<file path="src/rtl/cb_rc_gen_if.sv">
// Request/beat bundle between a block requester and cb_rc_gen.
// The master drives requests and stall; the slave (generator) drives beats and status.
interface cb_rc_gen_if #(
    parameter int ROW_LEN = 10
);
    logic               req_valid;
    logic               req_ready;
    logic [ROW_LEN-1:0] req_row;
    logic [ROW_LEN-1:0] req_col;
    logic [ROW_LEN-1:0] req_nrow;
    logic [ROW_LEN-1:0] req_ncol;
    logic               hold;
    logic [ROW_LEN-1:0] CB_row;
    logic [ROW_LEN-1:0] CB_col;
    logic               rc_valid;
    logic               addr_valid;
    logic               addr_last;
    logic               done;
    logic               req_err;

    modport master (
        output req_valid, req_row, req_col, req_nrow, req_ncol, hold,
        input  req_ready, CB_row, CB_col, rc_valid, addr_valid, addr_last, done, req_err
    );

    modport slave (
        input  req_valid, req_row, req_col, req_nrow, req_ncol, hold,
        output req_ready, CB_row, CB_col, rc_valid, addr_valid, addr_last, done, req_err
    );
endinterface

</file>
<file path="src/rtl/cb_rc_gen.sv">
// Row-major block index generator feeding a fixed-latency address generator.
// Optional CB_SYM_SWAP_EN folds upper-triangular beats onto the lower triangle.
module cb_rc_gen #(
    parameter int ROW_LEN      = 10,
    parameter int MAX_LANDMARK = 500,
    parameter int AGD_LAT      = 5
) (
    input logic        clk,
    input logic        sys_rst,
    cb_rc_gen_if.slave bus
);
    localparam int                DIM        = 2 * MAX_LANDMARK + 3;
    localparam logic [ROW_LEN:0]  DIM_W      = (ROW_LEN + 1)'(DIM);
    localparam int                CW         = $clog2(AGD_LAT + 1);
    localparam logic [CW-1:0]     DRAIN_LAST = CW'(AGD_LAT - 1);

    typedef enum logic [1:0] {StIdle, StRun, StDrain} state_e;

    state_e             state_q, state_d;
    logic [ROW_LEN-1:0] row_q, row_d;
    logic [ROW_LEN-1:0] col_q, col_d;
    logic [ROW_LEN-1:0] col_first_q, col_first_d;
    logic [ROW_LEN-1:0] row_last_q, row_last_d;
    logic [ROW_LEN-1:0] col_last_q, col_last_d;
    logic [CW-1:0]      drain_q, drain_d;
    logic               zero_done_q, zero_done_d;
    logic               err_q, err_d;
    logic [AGD_LAT-1:0] vld_dly_q;
    logic [AGD_LAT-1:0] lst_dly_q;

    logic [ROW_LEN:0]   row_end, col_end;
    logic               range_ok, size_zero, beat, last_beat;
    logic [ROW_LEN-1:0] row_out, col_out;

    always_comb begin
        row_end   = {1'b0, bus.req_row} + {1'b0, bus.req_nrow};
        col_end   = {1'b0, bus.req_col} + {1'b0, bus.req_ncol};
        range_ok  = (row_end <= DIM_W) && (col_end <= DIM_W);
        size_zero = (bus.req_nrow == '0) || (bus.req_ncol == '0);
        beat      = (state_q == StRun) && !bus.hold;
        last_beat = (row_q == row_last_q) && (col_q == col_last_q);
    end

    always_comb begin
        state_d     = state_q;
        row_d       = row_q;
        col_d       = col_q;
        col_first_d = col_first_q;
        row_last_d  = row_last_q;
        col_last_d  = col_last_q;
        drain_d     = drain_q;
        zero_done_d = 1'b0;
        err_d       = 1'b0;
        unique case (state_q)
            StIdle: begin
                if (bus.req_valid) begin
                    if (!range_ok) begin
                        err_d = 1'b1;
                    end else if (size_zero) begin
                        zero_done_d = 1'b1;
                    end else begin
                        state_d     = StRun;
                        row_d       = bus.req_row;
                        col_d       = bus.req_col;
                        col_first_d = bus.req_col;
                        row_last_d  = bus.req_row + bus.req_nrow - ROW_LEN'(1);
                        col_last_d  = bus.req_col + bus.req_ncol - ROW_LEN'(1);
                    end
                end
            end
            StRun: begin
                if (beat) begin
                    if (last_beat) begin
                        state_d = StDrain;
                        drain_d = '0;
                    end else if (col_q == col_last_q) begin
                        col_d = col_first_q;
                        row_d = row_q + ROW_LEN'(1);
                    end else begin
                        col_d = col_q + ROW_LEN'(1);
                    end
                end
            end
            StDrain: begin
                // Wait out the address generator so done lines up with the last address.
                if (drain_q == DRAIN_LAST) begin
                    state_d = StIdle;
                end else begin
                    drain_d = drain_q + CW'(1);
                end
            end
            default: state_d = StIdle;
        endcase
    end

    always_ff @(posedge clk) begin
        if (sys_rst) begin
            state_q     <= StIdle;
            row_q       <= '0;
            col_q       <= '0;
            col_first_q <= '0;
            row_last_q  <= '0;
            col_last_q  <= '0;
            drain_q     <= '0;
            zero_done_q <= 1'b0;
            err_q       <= 1'b0;
            vld_dly_q   <= '0;
            lst_dly_q   <= '0;
        end else begin
            state_q      <= state_d;
            row_q        <= row_d;
            col_q        <= col_d;
            col_first_q  <= col_first_d;
            row_last_q   <= row_last_d;
            col_last_q   <= col_last_d;
            drain_q      <= drain_d;
            zero_done_q  <= zero_done_d;
            err_q        <= err_d;
            vld_dly_q[0] <= beat;
            lst_dly_q[0] <= beat && last_beat;
            for (int i = 1; i < AGD_LAT; i++) begin
                vld_dly_q[i] <= vld_dly_q[i-1];
                lst_dly_q[i] <= lst_dly_q[i-1];
            end
        end
    end

`ifdef CB_SYM_SWAP_EN
    always_comb begin
        row_out = (col_q > row_q) ? col_q : row_q;
        col_out = (col_q > row_q) ? row_q : col_q;
    end
`else
    always_comb begin
        row_out = row_q;
        col_out = col_q;
    end
`endif

    // Outputs are forced quiet while reset is asserted, not just after it.
    assign bus.req_ready  = (state_q == StIdle) && !sys_rst;
    assign bus.rc_valid   = beat && !sys_rst;
    assign bus.CB_row     = sys_rst ? '0 : row_out;
    assign bus.CB_col     = sys_rst ? '0 : col_out;
    assign bus.addr_valid = vld_dly_q[AGD_LAT-1] && !sys_rst;
    assign bus.addr_last  = lst_dly_q[AGD_LAT-1] && !sys_rst;
    assign bus.done       = !sys_rst &&
                            ((vld_dly_q[AGD_LAT-1] && lst_dly_q[AGD_LAT-1]) || zero_done_q);
    assign bus.req_err    = err_q && !sys_rst;
endmodule

</file>
<file path="src/flat_wrapper.sv">
// flat-port wrapper written by rule: the top's interface ports become plain ports
module cb_rc_gen_flat 
#(
    parameter int ROW_LEN      = 10,
    parameter int MAX_LANDMARK = 500,
    parameter int AGD_LAT      = 5
)
  (clk, sys_rst, bus_req_valid, bus_req_row, bus_req_col, bus_req_nrow, bus_req_ncol, bus_hold, bus_req_ready, bus_CB_row, bus_CB_col, bus_rc_valid, bus_addr_valid, bus_addr_last, bus_done, bus_req_err);
  cb_rc_gen_if #(.ROW_LEN(ROW_LEN)) bus_i ();
  input logic clk;
  input logic sys_rst;
  input wire logic [$bits(bus_i.req_valid)-1:0] bus_req_valid;
  input wire logic [$bits(bus_i.req_row)-1:0] bus_req_row;
  input wire logic [$bits(bus_i.req_col)-1:0] bus_req_col;
  input wire logic [$bits(bus_i.req_nrow)-1:0] bus_req_nrow;
  input wire logic [$bits(bus_i.req_ncol)-1:0] bus_req_ncol;
  input wire logic [$bits(bus_i.hold)-1:0] bus_hold;
  output wire logic [$bits(bus_i.req_ready)-1:0] bus_req_ready;
  output wire logic [$bits(bus_i.CB_row)-1:0] bus_CB_row;
  output wire logic [$bits(bus_i.CB_col)-1:0] bus_CB_col;
  output wire logic [$bits(bus_i.rc_valid)-1:0] bus_rc_valid;
  output wire logic [$bits(bus_i.addr_valid)-1:0] bus_addr_valid;
  output wire logic [$bits(bus_i.addr_last)-1:0] bus_addr_last;
  output wire logic [$bits(bus_i.done)-1:0] bus_done;
  output wire logic [$bits(bus_i.req_err)-1:0] bus_req_err;
  assign bus_i.req_valid = bus_req_valid;
  assign bus_i.req_row = bus_req_row;
  assign bus_i.req_col = bus_req_col;
  assign bus_i.req_nrow = bus_req_nrow;
  assign bus_i.req_ncol = bus_req_ncol;
  assign bus_i.hold = bus_hold;
  assign bus_req_ready = bus_i.req_ready;
  assign bus_CB_row = bus_i.CB_row;
  assign bus_CB_col = bus_i.CB_col;
  assign bus_rc_valid = bus_i.rc_valid;
  assign bus_addr_valid = bus_i.addr_valid;
  assign bus_addr_last = bus_i.addr_last;
  assign bus_done = bus_i.done;
  assign bus_req_err = bus_i.req_err;
  cb_rc_gen #(.ROW_LEN(ROW_LEN), .MAX_LANDMARK(MAX_LANDMARK), .AGD_LAT(AGD_LAT)) u_core (.clk(clk), .sys_rst(sys_rst), .bus(bus_i));
endmodule
</file>
<file path="config.mk">
export PLATFORM = sky130hd
export DESIGN_NAME = cb_rc_gen_flat
export DESIGN_NICKNAME = d
export VERILOG_FILES = /design/src/rtl/cb_rc_gen_if.sv /design/src/rtl/cb_rc_gen.sv /design/src/flat_wrapper.sv
export SDC_FILE = /design/constraint.sdc
export NUM_CORES = 1
export LEC_CHECK = 0
export CORE_MARGIN = 2
export CORE_UTILIZATION = 55
export CTS_CLUSTER_DIAMETER = 50
export DETAILED_ROUTE_END_ITERATION = 10
export DONT_BUFFER_PORTS = 1
export PLACE_DENSITY = 0.7
export SLEW_MARGIN = 40
export SYNTH_ARGS = -nofsm -noshare
export SYNTH_HDL_FRONTEND = slang
export SYNTH_SLANG_ARGS = --single-unit
</file>
<file path="constraint.sdc">
create_clock -name clk -period 10.04 [get_ports clk]
set_input_delay 2.008 -clock clk [delete_from_list [all_inputs] [get_ports clk]]
set_output_delay 2.008 -clock clk [all_outputs]
set_load 0.01 [all_outputs]
</file>
==> summary.md, run 1 <==
| Metric | Value |
|---|---|
| Status | `finished, final reports clean` |
| Hpwl dp | `10300 um` |
| Gate power share | `between 30 and 40%` |
| Simple-Gate Fraction of Synth Area | `20.1%` |
| Reg2reg end | `u_core.row_out[7]` |
| Worst hold path type | `register to register` |
| Critical path peak fanout | `13` |
| Max Slew Vio Count | `0` |
| N_diodes | `0` |
| Total Routing Usage GR | `25.1%` |
| Synth-to-Final Area Change | `4.37%` |
| Cell variety after synth | `69` |
| Placed Instances | `785` |
| R2R depth | `8` |
| Global placement routability congestion | `0.858` |
| Final std cells w/o fill | `802` |
| Slew margin rel. | `51.9%` |
| RSZ-0062 raised after global routing | `no` |
| Post-synth EDFFs | `0` |
| Max_cap viols | `0` |
| Post-CTS sizing | `0` |
| Nets@finish | `770` |
| Slowest stage delay, CP | `0.56 ns` |
| Min-delay src | `u_core.lst_dly_q[3]` |
| Switching power | `0.298 mW` |
| Fin Hold WS | `0.437 ns` |
| Remaining DRCs | `0` |
| Antenna viol nets, final | `0` |
| IO Pins | `70` |
| Startpoint Class | `input pin` |
| Tmin final | `around 4.8 ns` |
| Skew final | `0.0117 ns` |
| Pwr/cell area | `148 nW/um^2` |
| Drt initial violations | `approximately 240` |
| Sequential group share of total power | `between 30% and 40%` |
| Sink Count | `67` |
| Num rows | `36` |
| Syn_area_per_cell | `8.09 um^2` |
| Compound-Gate Fraction of Synth Area | `17.7%` |
| Core area | `9730 um^2` |
| Most common cell in the netlist | `inv_1` |
| Static leakage | `between 2 and 3 nW` |
| Vias per std cell | `5.71` |
| Clk root buf | `clkbuf_8` |
| Xor/xnor cell area share of the yosys netlist | `8.01%` |
| Number of global-route vias before repair | `4508` |
| Largest family of logic cells by synthesized area | `simple AND/OR/NAND/NOR gates` |
| H-tree depth | `3` |
| Clock power share | `~28%` |
| Worst-path cell chain | `ha_1, inv_1, fa_1, nor2b_1, o31ai_2, a2111o_1, a221oi_2, a211o_2, or3_1, nand2_8, mux2_4` |
| Initial Util | `around 56%` |
| Hold Path Stages | `1` |
| Setup slack, reg-to-reg | `7.04 ns` |
| Endpoints failing hold | `0` |
| Worst Setup Slack, final | `5.23 ns` |
| Yosys Warn Count | `0` |
| Post-route setup TNS | `0 ns` |
| Worst Tran Pin Value | `approximately 0.72 ns` |
| Post-CTS Hold Buffers | `0` |
| CTS Buf Count | `9` |
| Worst-path clk slew | `0.07 ns` |
| Initial antenna violation count | `0` |
| Routed len/inst | `16.6 um` |
| Post-CTS Setup Bufs | `0` |
| FMAX | `0.208 GHz` |
| DR vias | `4578` |
| CTS tree | `yes` |
| IO Port Bufs | `0` |
| Clock latency on the worst-skew pair | `between 0.3 and 0.4 ns` |
| Critical path arrival | `5.05 ns` |
| Die width | `around 100 um` |
| DP Worst Slack | `4.86 ns` |
| Multiplexer share of the synthesized area | `5.90%` |
| Die area | `10800 um^2` |
| Worst EP required | `slightly above 10 ns` |
| Die Y | `~100 um` |
| Mapped cell area | `5470 um^2` |
| Hold EP | `u_core.lst_dly_q[4]` |
| Syn nets | `just under 800` |
| Area contributors post-synth | `dfxtp_1 (25%), ha_1 (13%), inv_1 (5.8%)` |
| R2R Path Start | `u_core.col_out[4]` |
| Total gr overflow | `0` |
| Endpoint class of the critical path | `register` |
| Top cell type's share of synthesized area | `24.5%` |
| # setup viols final | `0` |
| Net Sw Frac | `35.3%` |
| Synth Area in Adders | `14.7%` |
| Worst VDD drop | `0.0812 mV` |
| Fraction of registers with async set/reset | `0%` |
| Initial DRT Pass Iterations | `5` |
| Layout cells sized above 1 | `9.42%` |
| Final worst path period share | `47.9%` |
| Worst path slowest cell | `or3_1` |
| Sequential element share of the synthesized area | `24.5%` |
| Pint | `between 0.5 and 0.6 mW` |
| Post-synthesis register bit count | `between 60 and 70` |
| Largest net degree at the start of global routing | `86` |
| Synth top cells by count | `inv_1 (84), dfxtp_1 (67), ha_1 (58), nand2_1 (55), nor2_1 (50)` |
| Max clock buf depth | `2` |
| First-pass GRT wire length | `21900 um` |
| Cells after Synth | `between 600 and 700` |
| Synth Flop Type | `dfxtp_1` |
| WS Path Type | `input pin to register` |
| Area leader, netlist | `dfxtp_1` |
| Post-Route WL | `13300 um` |
==> worst max-delay path by stage <==
stage / startpoint / endpoint / slack [ns] / cells after the start
2_1_floorplan: sys_rst / bus_done / 5.19 / 4
3_3_place_gp: bus_req_ncol[0] / u_core.col_out[4] / 4.95 / 11
3_5_place_dp: bus_req_ncol[0] / u_core.col_out[3] / 4.86 / 11
4_1_cts: bus_req_ncol[0] / u_core.col_out[2] / 5.23 / 11
5_1_grt: bus_req_ncol[0] / u_core.col_out[9] / 5.02 / 11
6_report: bus_req_ncol[0] / u_core.col_out[9] / 5.23 / 11
==> worst max-delay path: cells and delay by family <==
| family | cells | cell delay (ns) |
|---|---|---|
| AND/OR/NAND/NOR | 3 | 0.95 |
| multiplexers | 1 | 0.35 |
| AO/OA/AOI/OAI | 4 | 1.04 |
| adder cells (fa/ha/maj) | 2 | 0.63 |
| buffers and inverters | 1 | 0.07 |
==> per-layer routing <==
| layer | GRT usage [%] | up-vias | part of all wire [%] |
|---|---|---|---|
| met3 | 6.36 | 24 | 5.8 |
| met2 | 43.5 | 140 | 50 |
| met5 | 0 | - | 0 |
| li1 | - | 2268 | - |
| met1 | 30.0 | 2146 | 41 |
| met4 | 9.27 | 0 | 3.1 |
==> cell type report <==
| type | count | area [um^2] |
|---|---|---|
| clock buffers | 11 | 151 |
| clock inverters | 5 | 60.1 |
| fillers | 901 | 4020 |
| inverters | 85 | 319 |
| multi-input cells | 498 | 3650 |
| flip-flops and latches | 67 | 1340 |
| well taps | 133 | 166 |
| repair buffers | 3 | 22.5 |
==> layout by cell type, fill, tap and decap left out, types with 9 or more instances in the layout <==
| master | count |
|---|---|
| nand3_1 | 10 |
| nor3_1 | 15 |
| mux2i_1 | 15 |
| nor4_1 | 11 |
| nor2_1 | 50 |
| dfxtp_1 | 67 |
| a21oi_1 | 48 |
| nor2b_1 | 27 |
| mux2_4 | 10 |
| o21ai_0 | 28 |
| nand4_1 | 9 |
| clkbuf_8 | 11 |
| a211oi_1 | 10 |
| xor2_1 | 16 |
| xnor2_1 | 34 |
| o211ai_1 | 11 |
| inv_1 | 84 |
| nand2_1 | 54 |
| ha_1 | 58 |
==> registers in the layout, summed over array words and instances, names as in the netlist <==
register	count
u_core.col_last_q	10
u_core.zero_done_q	1
u_core.col_first_q	10
u_core.lst_dly_q	5
u_core.col_out	10
u_core.row_last_q	10
u_core.drain_q	3
u_core.state_q	2
u_core.vld_dly_q	5
u_core.err_q	1
u_core.row_out	10
==> metrics by stage <==
| stage | power (mW) | util (%) | area, um^2 |
|---|---|---|---|
| after floorplan | 0.563 | - | 5470 |
| after global placement | 0.602 | 56.3 | 5480 |
| after global routing | 0.900 | 58.7 | 5710 |
| after CTS | 0.845 | 58.6 | 5700 |
| final | 0.846 | 58.7 | 5710 |
| after detailed placement | 0.610 | 56.4 | 5490 |
==> logic make-up after synthesis <==
family | after synthesis
buffers and inverters | 111
adders and majority gates | 62
muxes | 27
and+or+nand+nor | 214
AOI/OAI and AO/OA | 145
DFF | 67
xor gates and xnor gates | 50
==> power groups by stage <==
stage	clock network [mW]	registers (mW)	logic, mW
2_1_floorplan	0	0.313	0.249
3_3_place_gp	0	0.322	0.280
3_5_place_dp	0	0.322	0.288
4_1_cts	0.239	0.317	0.290
5_1_grt	0.250	0.320	0.329
6_report	0.236	0.317	0.293
No activity file was read; power rests on OpenSTA's default activity.
==> run 2: changes to the inputs <==
- clock period: 10.04 -> 4.85 ns (I/O delays scaled with it)
==> run 2 against run 1 <==
Effect of this change:
- clock power is 100% higher
- critical path depth shrank 1
- utilization grew 0.077 points
- global-route usage rose by 0.14 points
- clock skew down 0.0030 ns
- sequential share of layout area is essentially flat
- cell count is the same
- register-to-register slack got worse by 4.9 ns
- largest power group unchanged
- highest routed layer unchanged
==> summary.md, run 2 (synthesis results as in run 1) <==
| Metric | Value |
|---|---|
| CTS tree | `yes` |
| Power Total | `1.74 mW (+110%)` |
| Layout cells sized above 1 | `9.12% (-0.30 points)` |
| Status | `finished, final reports clean` |
| IO Port Bufs | `0 (unchanged)` |
| Clk root buf | `clkbuf_8` |
| FMAX | `0.269 GHz` |
| Hpwl dp | `10500 um (+1.9%)` |
| N_diodes | `0 (unchanged)` |
| Max clock buf depth | `2 (unchanged)` |
| Post-CTS Setup Bufs | `0 (unchanged)` |
| H-tree depth | `3 (unchanged)` |
| Drt initial violations | `182 (-24%)` |
| Max Slew Vio Count | `0 (unchanged)` |
| Sink Count | `67 (unchanged)` |
| Die width | `104 um (unchanged)` |
| Die Y | `104 um (unchanged)` |
| Worst Tran Pin Value | `0.779 ns (+0.0639 ns)` |
| Antenna viol nets, final | `0 (unchanged)` |
| Commonest cells after routing, fill and taps aside | `inv_1 (84), dfxtp_1 (67), ha_1 (58)` |
| Total Routing Usage GR | `25.2% (+0.14 points)` |
| Worst EP required | `5.08 ns (-5.20 ns)` |
| Synth-to-Final Area Change | `4.51%` |
| Vias per std cell | `5.72 (+0.13%)` |
| Critical path arrival | `3.94 ns (-1.11 ns)` |
| Initial antenna violation count | `0 (unchanged)` |
| Global placement routability congestion | `0.905 (+5.5%)` |
| Routed len/inst | `16.6 um (+0.20%)` |
| Initial DRT Pass Iterations | `5 (unchanged)` |
| First-pass GRT wire length | `22100 um (+0.95%)` |
| Post-Route WL | `13300 um (+0.20%)` |
| Remaining DRCs | `0 (unchanged)` |
| Pwr/cell area | `305 nW/um^2 (+110%)` |
| Startpoint Class | `input pin` |
| Initial Util | `56.2% (unchanged)` |
| Post-CTS sizing | `0 (unchanged)` |
| Largest net degree at the start of global routing | `86 (unchanged)` |
| DP Worst Slack | `0.809 ns (-4.05 ns)` |
| Area of the multi-input gates | `3640 um^2 (-0.24%)` |
| Endpoint class of the critical path | `register` |
| Tmin final | `3.72 ns` |
| Worst hold path type | `register to register` |
| Fillers | `913 (+1.3%)` |
| Critical path peak fanout | `13 (unchanged)` |
| Worst VDD drop | `0.148 mV (+82%)` |
| CTS Buf Count | `9 (unchanged)` |
| Die area | `10800 um^2 (unchanged)` |
| DR vias | `4584 (+0.13%)` |
| Worst Setup Slack, final | `1.13 ns (-4.10 ns)` |
| Core area | `9730 um^2 (unchanged)` |
| Clock latency on the worst-skew pair | `0.33 ns (-0.02 ns)` |
| Cell area after layout | `5720 um^2 (+0.13%)` |
| Num rows | `36 (unchanged)` |
| Endpoints failing hold | `0 (unchanged)` |
| Cell area after placement | `5520 um^2 (+0.48%)` |
| Worst-path clk slew | `0.07 ns (about the same)` |
| Most common cell after layout, fill and taps aside | `inv_1` |
| Number of global-route vias before repair | `4578 (+1.6%)` |
| Register Area | `1340 um^2 (unchanged)` |
| Final std cells w/o fill | `802 (unchanged)` |
| # setup viols final | `0 (unchanged)` |
| Nets@finish | `772 (+0.26%)` |
| Post-CTS Hold Buffers | `0 (unchanged)` |
| Final Util | `58.8% (+0.077 points)` |
| Static leakage | `2.57 nW (+0.38%)` |
| Skew final | `0.00869 ns (-0.00304 ns)` |
| Placed Instances | `788 (+0.38%)` |
| WS Path Type | `input pin to register` |
| Max_cap viols | `0 (unchanged)` |
| Fin Hold WS | `0.442 ns (+0.00576 ns)` |
| Post-route setup TNS | `0 ns (unchanged)` |
| RSZ-0062 raised after global routing | `no` |
| Total gr overflow | `0 (unchanged)` |
| IO Pins | `70 (unchanged)` |
| Slew margin rel. | `47.6% (-4.3 points)` |
| Final worst path period share | `76.7%` |
## run 2: cell count changes in the layout (fill, tap and decap cells not counted)
cell,change
a31oi_1,+1
a31oi_2,-1
buf_12,+1
buf_4,+1
clkbuf_8,+1
clkinv_4,-1
clkinvlp_4,-1
inv_6,-1
nand2_1,+1
nand2_2,-1
## run 2: final timing paths
check / cells past startpoint / slack [ns] / to / from
worst max register to register: 7 / 2.11 / u_core.col_out[5] / u_core.state_q[0]
worst max-delay path: 10 / 1.13 / u_core.col_out[5] / bus_req_nrow[0]
worst min register to register: 1 / 0.44 / u_core.vld_dly_q[4] / u_core.vld_dly_q[3]
worst min-delay path: 1 / 0.44 / u_core.vld_dly_q[4] / u_core.vld_dly_q[3]
## run 2: where the power goes
group	total (mW)	switching (mW)	internal, mW	leakage, nW
clock	0.473	0.200	0.273	0.104
sequential	0.658	0.0562	0.602	0.546
combinational	0.613	0.343	0.269	1.92
## run 2: area by class of cell
cell class              count  area share [%]
multi-input cells         498            63.7
flip-flops and latches     67            23.5
well taps                 133            2.91
repair buffers              5           0.875
inverters                  85            5.58
clock buffers              12            2.89
clock inverters             2           0.613
## run 2: critical path: stages
cell	delay, ns
ha_1	0.23
fa_1	0.43
a211oi_2	0.25
o41ai_1	0.16
o221a_1	0.29
o21a_1	0.18
a31o_1	0.23
or3_1	0.64
nand2_8	0.24
mux2_4	0.32
## run 2: routing by layer
metal	routed length, um	track usage [%]	vias to the layer above	part of all wire, %
met5	0	0	-	0
met4	571	12.4	0	4.3
li1	-	-	2276	-
met3	759	5.98	34	5.7
met1	5450	29.6	2143	41
met2	6560	43.3	131	49
==> run 3: changes to the inputs <==
- clock period: 4.85 -> 3.7 ns (I/O delays scaled with it)
==> run 3 against run 2 <==
Effect of this change:
- non-clock buffer count increased by 2
- wire length is 3.1% lower
- cell count increased by 0.50%
- sequential cell count unchanged
- register-to-register slack worse by 1.1 ns
- utilization increased by 0.44 points
- clock power up 45%
- critical path type unchanged
- largest cell class unchanged
- largest power group unchanged
==> summary.md, run 3 (synthesis results as in run 1) <==
| Metric | Value |
|---|---|
| Max clock buf depth | `2 (unchanged)` |
| Area of the multi-input gates | `3640 um^2 (unchanged)` |
| Hpwl dp | `10200 um (-2.6%)` |
| Fillers | `909 (-0.44%)` |
| Nets@finish | `774 (+0.26%)` |
| Final std cells w/o fill | `806 (+0.50%)` |
| # setup viols final | `0 (unchanged)` |
| N_diodes | `0 (unchanged)` |
| Routed len/inst | `16.0 um (-3.6%)` |
| Global placement routability congestion | `0.853 (-5.8%)` |
| Worst Tran Pin Value | `0.741 ns (-0.0382 ns)` |
| Antenna viol nets, final | `0 (unchanged)` |
| Largest net degree at the start of global routing | `86 (unchanged)` |
| FMAX | `0.308 GHz` |
| Critical path peak fanout | `10 (-3)` |
| Worst VDD drop | `0.259 mV (+75%)` |
| Post-CTS Setup Bufs | `0 (unchanged)` |
| Tmin final | `3.24 ns` |
| Skew final | `0.00869 ns (-0.00000879 ns)` |
| Post-Route WL | `12900 um (-3.1%)` |
| Sink Count | `67 (unchanged)` |
| Core area | `9730 um^2 (unchanged)` |
| Number of global-route vias before repair | `4529 (-1.1%)` |
| Num rows | `36 (unchanged)` |
| Worst EP required | `3.93 ns (-1.15 ns)` |
| Critical path arrival | `3.47 ns (-0.47 ns)` |
| Worst path bufs/invs | `0 (unchanged)` |
| Final worst path period share | `roughly 88%` |
| Status | `finished, final reports clean` |
| Power Total | `2.34 mW (+34%)` |
| Startpoint Class | `input pin` |
| DR vias | `4590 (+0.13%)` |
| RSZ-0062 raised after global routing | `no` |
| Endpoints failing hold | `0 (unchanged)` |
| Fin Hold WS | `0.441 ns (-0.00157 ns)` |
| Slew margin rel. | `50.2% (+2.6 points)` |
| Initial antenna violation count | `0 (unchanged)` |
| Worst-path cell chain | `ha_1, fa_1, a211oi_2, o41ai_1, o221a_1, o21a_1, a31o_1, or3_1, nand2_8, mux2_4` |
| H-tree depth | `3 (unchanged)` |
| Vias per std cell | `5.69 (-0.37%)` |
| Post-route setup TNS | `0 ns (unchanged)` |
| IO Pins | `70 (unchanged)` |
| Total gr overflow | `0 (unchanged)` |
| Placed Instances | `790 (+0.25%)` |
| IO Port Bufs | `0 (unchanged)` |
| CTS Buf Count | `9 (unchanged)` |
| Max Slew Vio Count | `0 (unchanged)` |
| Post-CTS Hold Buffers | `0 (unchanged)` |
| CTS tree | `yes` |
| DP Worst Slack | `0.115 ns (-0.694 ns)` |
| Register Area | `1340 um^2 (unchanged)` |
| Drt initial violations | `184 (+1.1%)` |
| Clk root buf | `clkbuf_8` |
| Clock latency on the worst-skew pair | `0.35 ns (+0.02 ns)` |
| Die area | `10800 um^2 (unchanged)` |
| Synth-to-Final Area Change | `5.28%` |
| Worst Setup Slack, final | `0.458 ns (-0.673 ns)` |
| Post-CTS sizing | `0 (unchanged)` |
| Max_cap viols | `0 (unchanged)` |
| Most common cell after layout, fill and taps aside | `inv_1` |
| Worst path slowest cell | `or3_1` |
| Layout cells sized above 1 | `9.51% (+0.39 points)` |
| Worst hold path type | `register to register` |
| Initial Util | `56.2% (unchanged)` |
| Pwr/cell area | `407 nW/um^2 (+33%)` |
| Worst-path clk slew | `0.06 ns (about the same)` |
| WS Path Type | `input pin to register` |
| Initial DRT Pass Iterations | `5 (unchanged)` |
| Remaining DRCs | `0 (unchanged)` |
| Commonest cells after routing, fill and taps aside | `inv_1 (84), dfxtp_1 (67), ha_1 (58)` |
| First-pass GRT wire length | `21500 um (-2.7%)` |
| Endpoint class of the critical path | `register` |
| Total Routing Usage GR | `24.6% (-0.64 points)` |
| Largest delay share family, worst path | `compound AO/OA/AOI/OAI gates` |
| Die width | `104 um (unchanged)` |
| Slowest stage delay, CP | `0.48 ns (-0.16 ns)` |
| Static leakage | `2.59 nW (+0.70%)` |
| Die Y | `104 um (unchanged)` |
## run 3: worst paths after layout
kind                        from             endpoint  slack (ns)  cells past startpoint
max              bus_req_nrow[0]    u_core.col_out[0]        0.46                     10
min          u_core.vld_dly_q[0]  u_core.vld_dly_q[1]        0.44                      1
max reg2reg    u_core.col_out[4]    u_core.row_out[7]        1.05                      9
min reg2reg  u_core.vld_dly_q[0]  u_core.vld_dly_q[1]        0.44                      1
## run 3: metrics by stage
step / instance area [um^2] / util, %
2_1_floorplan: 5470 / -
3_3_place_gp: 5530 / 56.9
3_5_place_dp: 5530 / 56.9
4_1_cts: 5760 / 59.2
5_1_grt: 5760 / 59.2
6_report: 5760 / 59.2
## run 3: power breakdown
group | internal (mW) | switching [mW] | total, mW
Sequential | 0.789 | 0.0714 | 0.860
Clock | 0.415 | 0.269 | 0.684
Combinational | 0.357 | 0.441 | 0.798
## run 3: layer usage
layer / part of all wire (%) / GRT usage (%)
met1: 40 / 27.9
met2: 50 / 43.4
met3: 5.7 / 7.05
met4: 4.5 / 10.0
met5: 0 / 0
## run 3: cell type report
class / instances / share of cell area, %
Multi-Input combinational cell: 498 / 63.2
Sequential cell: 67 / 23.3
Inverter: 85 / 5.54
Tap cell: 133 / 2.89
Clock buffer: 12 / 2.69
Clock inverter: 4 / 1.26
Timing Repair Buffer: 7 / 1.13
